$ cat config.mk
export PLATFORM = sky130hd
export DESIGN_NAME = elevator_scan_controller
export DESIGN_NICKNAME = d
export VERILOG_FILES = /design/src/rtl/elevator_pkg.sv /design/src/rtl/elevator_scan_controller_floor_request_scan.sv /design/src/rtl/elevator_scan_controller.sv
export SDC_FILE = /design/constraint.sdc
export NUM_CORES = 1
export LEC_CHECK = 0
export ABC_AREA = 1
export CORE_MARGIN = 2
export CORE_UTILIZATION = 30
export CTS_CLUSTER_DIAMETER = 200
export DETAILED_ROUTE_END_ITERATION = 8
export GPL_TIMING_DRIVEN = 0
export PLACE_DENSITY = 0.46
export SLEW_MARGIN = 20
export SYNTH_ARGS = -nofsm -noshare
export SYNTH_HDL_FRONTEND = slang
export SYNTH_SLANG_ARGS = --single-unit
$ cat constraint.sdc
create_clock -name clk -period 4.5 [get_ports clk]
set_input_delay 0.9 -clock clk [delete_from_list [all_inputs] [get_ports clk]]
set_output_delay 0.9 -clock clk [all_outputs]
set_load 0.02 [all_outputs]
$ cat src/rtl/elevator_pkg.sv
// Shared definitions for the SCAN elevator controller.
//   state_e          : controller states (IDLE, MOVE, DOOR)
//   DIR_UP/DIR_DOWN  : encoding of the dir_up output
//   FLOOR_LOWEST     : lowest legal floor index, used for the downward range check
//   timer_width()    : width of the shared MOVE/DOOR timer
package elevator_pkg;

    typedef enum logic [1:0] {
        ST_IDLE = 2'd0,
        ST_MOVE = 2'd1,
        ST_DOOR = 2'd2
    } state_e;

    localparam logic DIR_UP   = 1'b1;
    localparam logic DIR_DOWN = 1'b0;

    localparam int unsigned FLOOR_LOWEST = 0;

    // Timer counts 0..max(travel, door)-1; never narrower than one bit.
    function automatic int unsigned timer_width(input int unsigned travel_cycles,
                                                input int unsigned door_cycles);
        int unsigned longest;
        longest = (travel_cycles > door_cycles) ? travel_cycles : door_cycles;
        return (longest > 1) ? $clog2(longest) : 1;
    endfunction

endpackage

$ cat src/rtl/elevator_scan_controller_floor_request_scan.sv
// Combinational scan of the pending-call vector relative to one floor.
//   pending_i   : latched calls, one bit per floor
//   floor_i     : reference floor
//   any_above_o : some call pending strictly above floor_i
//   any_below_o : some call pending strictly below floor_i
//   here_o      : call pending at floor_i
module floor_request_scan
    import elevator_pkg::*;
#(
    parameter int unsigned NUM_FLOORS = 10,
    parameter int unsigned FLOOR_W    = 4
) (
    input  logic [NUM_FLOORS-1:0] pending_i,
    input  logic [FLOOR_W-1:0]    floor_i,
    output logic                  any_above_o,
    output logic                  any_below_o,
    output logic                  here_o
);

    // One spare bit so the one-hot of the top floor never overflows the mask math.
    localparam int unsigned VEC_W = NUM_FLOORS + 1;

    logic [VEC_W-1:0] pend_x;
    logic [VEC_W-1:0] sel;
    logic [VEC_W-1:0] below_mask;

    assign pend_x     = {1'b0, pending_i};
    assign sel        = VEC_W'(1) << floor_i;
    assign below_mask = sel - VEC_W'(1);

    assign here_o      = |(pend_x & sel);
    assign any_below_o = |(pend_x & below_mask);
    assign any_above_o = |(pend_x & ~(below_mask | sel));

endmodule

$ cat src/rtl/elevator_scan_controller.sv
// SCAN (collective) elevator controller: latches floor calls, sweeps in one
// direction serving every pending floor, reverses only when nothing remains ahead.
//   clk, reset    : clock, asynchronous active-high reset
//   call_in       : per-floor call requests, OR-latched into pending
//   current_floor : floor the car is at or last passed
//   dir_up        : travel/preference direction (1 = up)
//   moving        : car between floors
//   door_open     : door dwell in progress
//   arrived       : one-cycle pulse on each floor change
//   pending       : latched, unserved calls
module elevator_scan_controller
    import elevator_pkg::*;
#(
    parameter int unsigned NUM_FLOORS    = 10,
    parameter int unsigned FLOOR_W       = 4,
    parameter int unsigned TRAVEL_CYCLES = 16,
    parameter int unsigned DOOR_CYCLES   = 8
) (
    input  logic                  clk,
    input  logic                  reset,
    input  logic [NUM_FLOORS-1:0] call_in,
    output logic [FLOOR_W-1:0]    current_floor,
    output logic                  dir_up,
    output logic                  moving,
    output logic                  door_open,
    output logic                  arrived,
    output logic [NUM_FLOORS-1:0] pending
);

    localparam int unsigned TIMER_W = timer_width(TRAVEL_CYCLES, DOOR_CYCLES);
    localparam logic [TIMER_W-1:0] TRAVEL_LAST  = TIMER_W'(TRAVEL_CYCLES - 1);
    localparam logic [TIMER_W-1:0] DOOR_LAST    = TIMER_W'(DOOR_CYCLES - 1);
    localparam logic [FLOOR_W-1:0] TOP_FLOOR    = FLOOR_W'(NUM_FLOORS - 1);
    localparam logic [FLOOR_W-1:0] BOTTOM_FLOOR = FLOOR_W'(FLOOR_LOWEST);

    state_e                  state_q, state_d;
    logic [FLOOR_W-1:0]      floor_q, floor_d;
    logic                    dir_q, dir_d;
    logic [TIMER_W-1:0]      timer_q, timer_d;
    logic [NUM_FLOORS-1:0]   pending_q, pending_d;
    logic                    arrived_q, arrived_d;
    logic                    moving_q, door_q;

    logic                    any_above, any_below, here;
    logic                    next_above, next_below, next_here;
    logic [FLOOR_W-1:0]      floor_step;
    logic [NUM_FLOORS-1:0]   cur_onehot;
    logic                    call_here;
    logic                    enter_door;

    assign floor_step = (dir_q == DIR_UP) ? floor_q + FLOOR_W'(1) : floor_q - FLOOR_W'(1);
    assign cur_onehot = NUM_FLOORS'(1) << floor_q;
    assign call_here  = |(call_in & cur_onehot);

    // Calls relative to the floor the car is at now.
    floor_request_scan #(
        .NUM_FLOORS (NUM_FLOORS),
        .FLOOR_W    (FLOOR_W)
    ) u_scan_cur (
        .pending_i   (pending_q),
        .floor_i     (floor_q),
        .any_above_o (any_above),
        .any_below_o (any_below),
        .here_o      (here)
    );

    // Calls relative to the floor the car is about to step onto.
    floor_request_scan #(
        .NUM_FLOORS (NUM_FLOORS),
        .FLOOR_W    (FLOOR_W)
    ) u_scan_next (
        .pending_i   (pending_q),
        .floor_i     (floor_step),
        .any_above_o (next_above),
        .any_below_o (next_below),
        .here_o      (next_here)
    );

    // Next-state, timer and call-latch logic.
    always_comb begin
        state_d    = state_q;
        floor_d    = floor_q;
        dir_d      = dir_q;
        timer_d    = timer_q;
        arrived_d  = 1'b0;
        pending_d  = pending_q | call_in;
        enter_door = 1'b0;

        case (state_q)
            ST_IDLE: begin
                timer_d = '0;
                if (here) begin
                    enter_door = 1'b1;
                end else if (any_above && (dir_q == DIR_UP || !any_below)) begin
                    state_d = ST_MOVE;
                    dir_d   = DIR_UP;
                end else if (any_below) begin
                    state_d = ST_MOVE;
                    dir_d   = DIR_DOWN;
                end
            end

            ST_MOVE: begin
                if (timer_q == TRAVEL_LAST) begin
                    timer_d = '0;
                    // Stepping past either end is impossible by construction; park instead.
                    if ((dir_q == DIR_UP && floor_q == TOP_FLOOR) ||
                        (dir_q == DIR_DOWN && floor_q == BOTTOM_FLOOR)) begin
                        state_d = ST_IDLE;
                    end else begin
                        floor_d   = floor_step;
                        arrived_d = 1'b1;
                        if (next_here) begin
                            enter_door = 1'b1;
                        end else if ((dir_q == DIR_UP) ? next_above : next_below) begin
                            state_d = ST_MOVE;
                        end else begin
                            state_d = ST_IDLE;
                        end
                    end
                end else begin
                    timer_d = timer_q + TIMER_W'(1);
                end
            end

            ST_DOOR: begin
                // A call for this floor holds the door rather than being queued.
                pending_d = pending_q | (call_in & ~cur_onehot);
                if (call_here) begin
                    timer_d = '0;
                end else if (timer_q == DOOR_LAST) begin
                    timer_d = '0;
                    state_d = ST_IDLE;
                end else begin
                    timer_d = timer_q + TIMER_W'(1);
                end
            end

            default: begin
                state_d = ST_IDLE;
                timer_d = '0;
            end
        endcase

        // Serving a floor clears its call, overriding a same-cycle request.
        if (enter_door) begin
            state_d   = ST_DOOR;
            timer_d   = '0;
            pending_d = pending_d & ~(NUM_FLOORS'(1) << floor_d);
        end
    end

    always_ff @(posedge clk or posedge reset) begin
        if (reset) begin
            state_q   <= ST_IDLE;
            floor_q   <= '0;
            dir_q     <= DIR_UP;
            timer_q   <= '0;
            pending_q <= '0;
            arrived_q <= 1'b0;
            moving_q  <= 1'b0;
            door_q    <= 1'b0;
        end else begin
            state_q   <= state_d;
            floor_q   <= floor_d;
            dir_q     <= dir_d;
            timer_q   <= timer_d;
            pending_q <= pending_d;
            arrived_q <= arrived_d;
            moving_q  <= (state_d == ST_MOVE);
            door_q    <= (state_d == ST_DOOR);
        end
    end

    assign current_floor = floor_q;
    assign dir_up        = dir_q;
    assign moving        = moving_q;
    assign door_open     = door_q;
    assign arrived       = arrived_q;
    assign pending       = pending_q;

endmodule

==> metrics <==
area taken by flip-flops and latches=602 um^2; static leakage=1.50 nW; number of warning messages in the yosys log=0; final setup skew=0.00339 ns; number of flip-flops and latches in the synthesized netlist=24; Async SR Flop Fraction=100%; number of cells produced by synthesis=383; buffer levels on the longest clock path=2; maximum number of pins on one net before global-route repair=25; Hold WC Path Type=reg -> reg; DRC violation count after routing=0; total inserted antenna cells=0; Synth cell types=38; summed negative setup slack over all endpoints=0 ns; Filler Cell Count=902; number of nets in the final layout=461; proportion of synthesized chip area in sequential cells=23.9%; final wirelength=7.43 mm; Slew @ Worst Pin=0.946 ns; first-pass GRT wire length=12.1 mm; later-pin clock latency in the skew report=0.27 ns; final critical-path required period=3.84 ns; vias in the first global route=2416; DPL Wire Length=6.03 mm; Horiz. Die Dim=95.6 um; Design Power=0.684 mW; Synth Flop Type=dfrtp_1; layout-stage area growth over the synthesis result=19.0%; max-slew headroom at the worst pin=36.8%; Multi-input gate area=1690 um^2; Largest stage delay, worst path=0.59 ns; arrival time of the worst setup path=4.06 ns; Hold Fails Final Rpt=0; final clock period utilization by the worst path=85.2%; nets in the synthesized netlist=427; Core Box Area=8180 um^2; Crit Path Class=reg -> reg; CTS hold repair buffers=0; result of the run=finished clean; setup repair after global routing missed its margin=no; CTS tree=yes; max-slew violation total from the final report=0; count of vias placed by the detailed router=2487; chip height=95.6 um; Avg Inst Size Synth=6.57 um^2; proportion of layout cells with a drive suffix above 1=8.17%; Initial DRT Pass Iterations=4; Root Buffer=clkbuf_8; total routing usage reported by global routing=17.5%; clock transition at the register clock pins on the worst setup and hold paths after CTS=0.09 ns; routed wire length per instance=14.3 um; # placed instances=517; final antenna-violating net count=0; Resized Gates After CTS=0; areal power density over the cells=229 nW/um^2; average vias per placed instance=4.77; largest fanout on the critical path=10; CP dominant cell by count=nand2_1; CP Launch Type=flop; peak supply drop=0.108 mV; number of placed I/O pins=30; starting DRC count in detailed routing=118; Critical Path End Type=flop; setup violation total in the final timing report=0; Mapped Area=2510 um^2; crit path max-delay cell type=dfrtp_1; EDFF count, synth=0; # H-tree levels=1; initial antenna violation count=0; CP cell instances=inv_1 > fa_1 > or2_2 > nand2_1 > nor2_1 > nand2_1 > inv_1 > nor2_1 > nand4_1 > nand3b_1 > ha_1 > nand2_1 > nand4_1 > nor2_1 > nand2_1 > nand2_1 > nand4_1 > nand3_1 > nand2_1 > nand2_1 > nand2_1 > inv_1; clock sink total=24; # Max-Cap Violations=0; Achievable Freq=261 MHz; placement-stage cell area=2940 um^2; number of port buffers=29; Worst Hold Slack=0.467 ns; final std cell area, no fill=2990 um^2; last weighted congestion value of the routability-driven placer=0.883; Layout Cells excl Fill=521; effective utilization at floorplan=30.8%; aggregate global routing overflow=0; CP Data Required Time=4.72 ns; post-CTS setup buffer count=0; CTS buffer count=3; Placement Rows=33; Die Area=9130 um^2
report_power, final:
part           internal, mW  switching [mW]
sequential            0.241          0.0225
clock                0.0784          0.0754
combinational         0.102           0.166
flip-flops by register name (all words and copies together), names as in the netlist:
name	flops
arrived	1
current_floor	4
dir_up	1
door_open	1
moving	1
pending	10
state_q	2
timer_q	4
synth_stat cells, types with 3 or more instances:
library cell / n / area share, %
nand3_1: 35 / 7.0
ha_1: 31 / 15
dfrtp_1: 23 / 23
nor2_1: 43 / 6.4
nand2_1: 120 / 18
o21ai_0: 7 / 1.4
buf_2: 3 / 0.60
inv_1: 44 / 6.6
nor2_2: 3 / 0.75
nand4_1: 10 / 2.5
inv_2: 5 / 0.75
a31oi_1: 4 / 0.99
a21oi_1: 22 / 4.4
critical path: cells and delay by family, from the launching register on:
kind	cells	cell delay, ns
simple gates	17	2.05
buf+inv	3	0.37
flops	1	0.59
fa+ha+maj	2	0.78
metrics by stage:
| stage | utilization (%) | worst slack, ns |
|---|---|---|
| global placement | 35.9 | 0.626 |
| finish | 36.6 | 0.665 |
| global route | 36.6 | 0.188 |
| floorplan | - | 1.14 |
| CTS | 36.6 | 0.593 |
| detailed placement | 35.9 | 0.626 |
final timing paths:
kind | start | endpoint | slack (ns) | cells past startpoint
setup / recovery | current_floor[0]$_DFF_PP0_ | door_open$_DFF_PP0_ | 0.66 | 22
hold / removal | timer_q[0]$_DFF_PP0_ | timer_q[0]$_DFF_PP0_ | 0.47 | 1
setup reg to reg | current_floor[0]$_DFF_PP0_ | door_open$_DFF_PP0_ | 0.66 | 22
hold reg to reg | timer_q[0]$_DFF_PP0_ | timer_q[0]$_DFF_PP0_ | 0.47 | 1
max in group asynchronous | reset | pending[9]$_DFF_PP0_ | 2.80 | 2
min in group asynchronous | reset | timer_q[0]$_DFF_PP0_ | 1.13 | 2
kinds of logic after synthesis:
group	synth area share, %
xor gates and xnor gates	0.995
buffers and inverters	8.95
adders and majority gates	16.2
and+or+nand+nor	38.8
DFF	23.9
AOI/OAI and AO/OA	11.1
cell type report:
type,count,area share (%)
Timing Repair Buffer,29,9.70
Multi-Input combinational cell,304,56.4
Inverter,49,6.15
Buffer,6,1.38
Tap cell,105,4.39
Sequential cell,24,20.1
Clock buffer,4,1.84
cell usage in the layout (no fill, tap or decap), types with 2 or more instances in the layout:
| cell type | netlist | final |
|---|---|---|
| a221oi_1 | 2 | 2 |
| or2_2 | 2 | 2 |
| dfrtp_1 | 23 | 23 |
| nor2_1 | 43 | 43 |
| nand2_2 | 2 | 2 |
| nand3_2 | 2 | 2 |
| clkdlybuf4s50_1 | 0 | 29 |
| o21ai_0 | 7 | 7 |
| buf_2 | 3 | 3 |
| inv_2 | 5 | 5 |
| inv_1 | 44 | 44 |
| clkbuf_8 | 0 | 4 |
| nand2_1 | 120 | 120 |
| a21oi_1 | 22 | 22 |
| nand3_1 | 35 | 35 |
| nor2_2 | 3 | 3 |
| buf_6 | 2 | 2 |
| o21ai_1 | 2 | 2 |
| ha_1 | 31 | 31 |
| nand4_1 | 10 | 10 |
| a31oi_1 | 4 | 4 |
| o21ai_2 | 2 | 2 |
| nand2_4 | 2 | 2 |
per-layer routing:
metal,track usage (%),part of all wire [%]
met1,23.9,50
met2,29.7,46
met3,1.34,2.3
met4,4.52,1.5
met5,0,0
(Power assumes the default switching activity.)
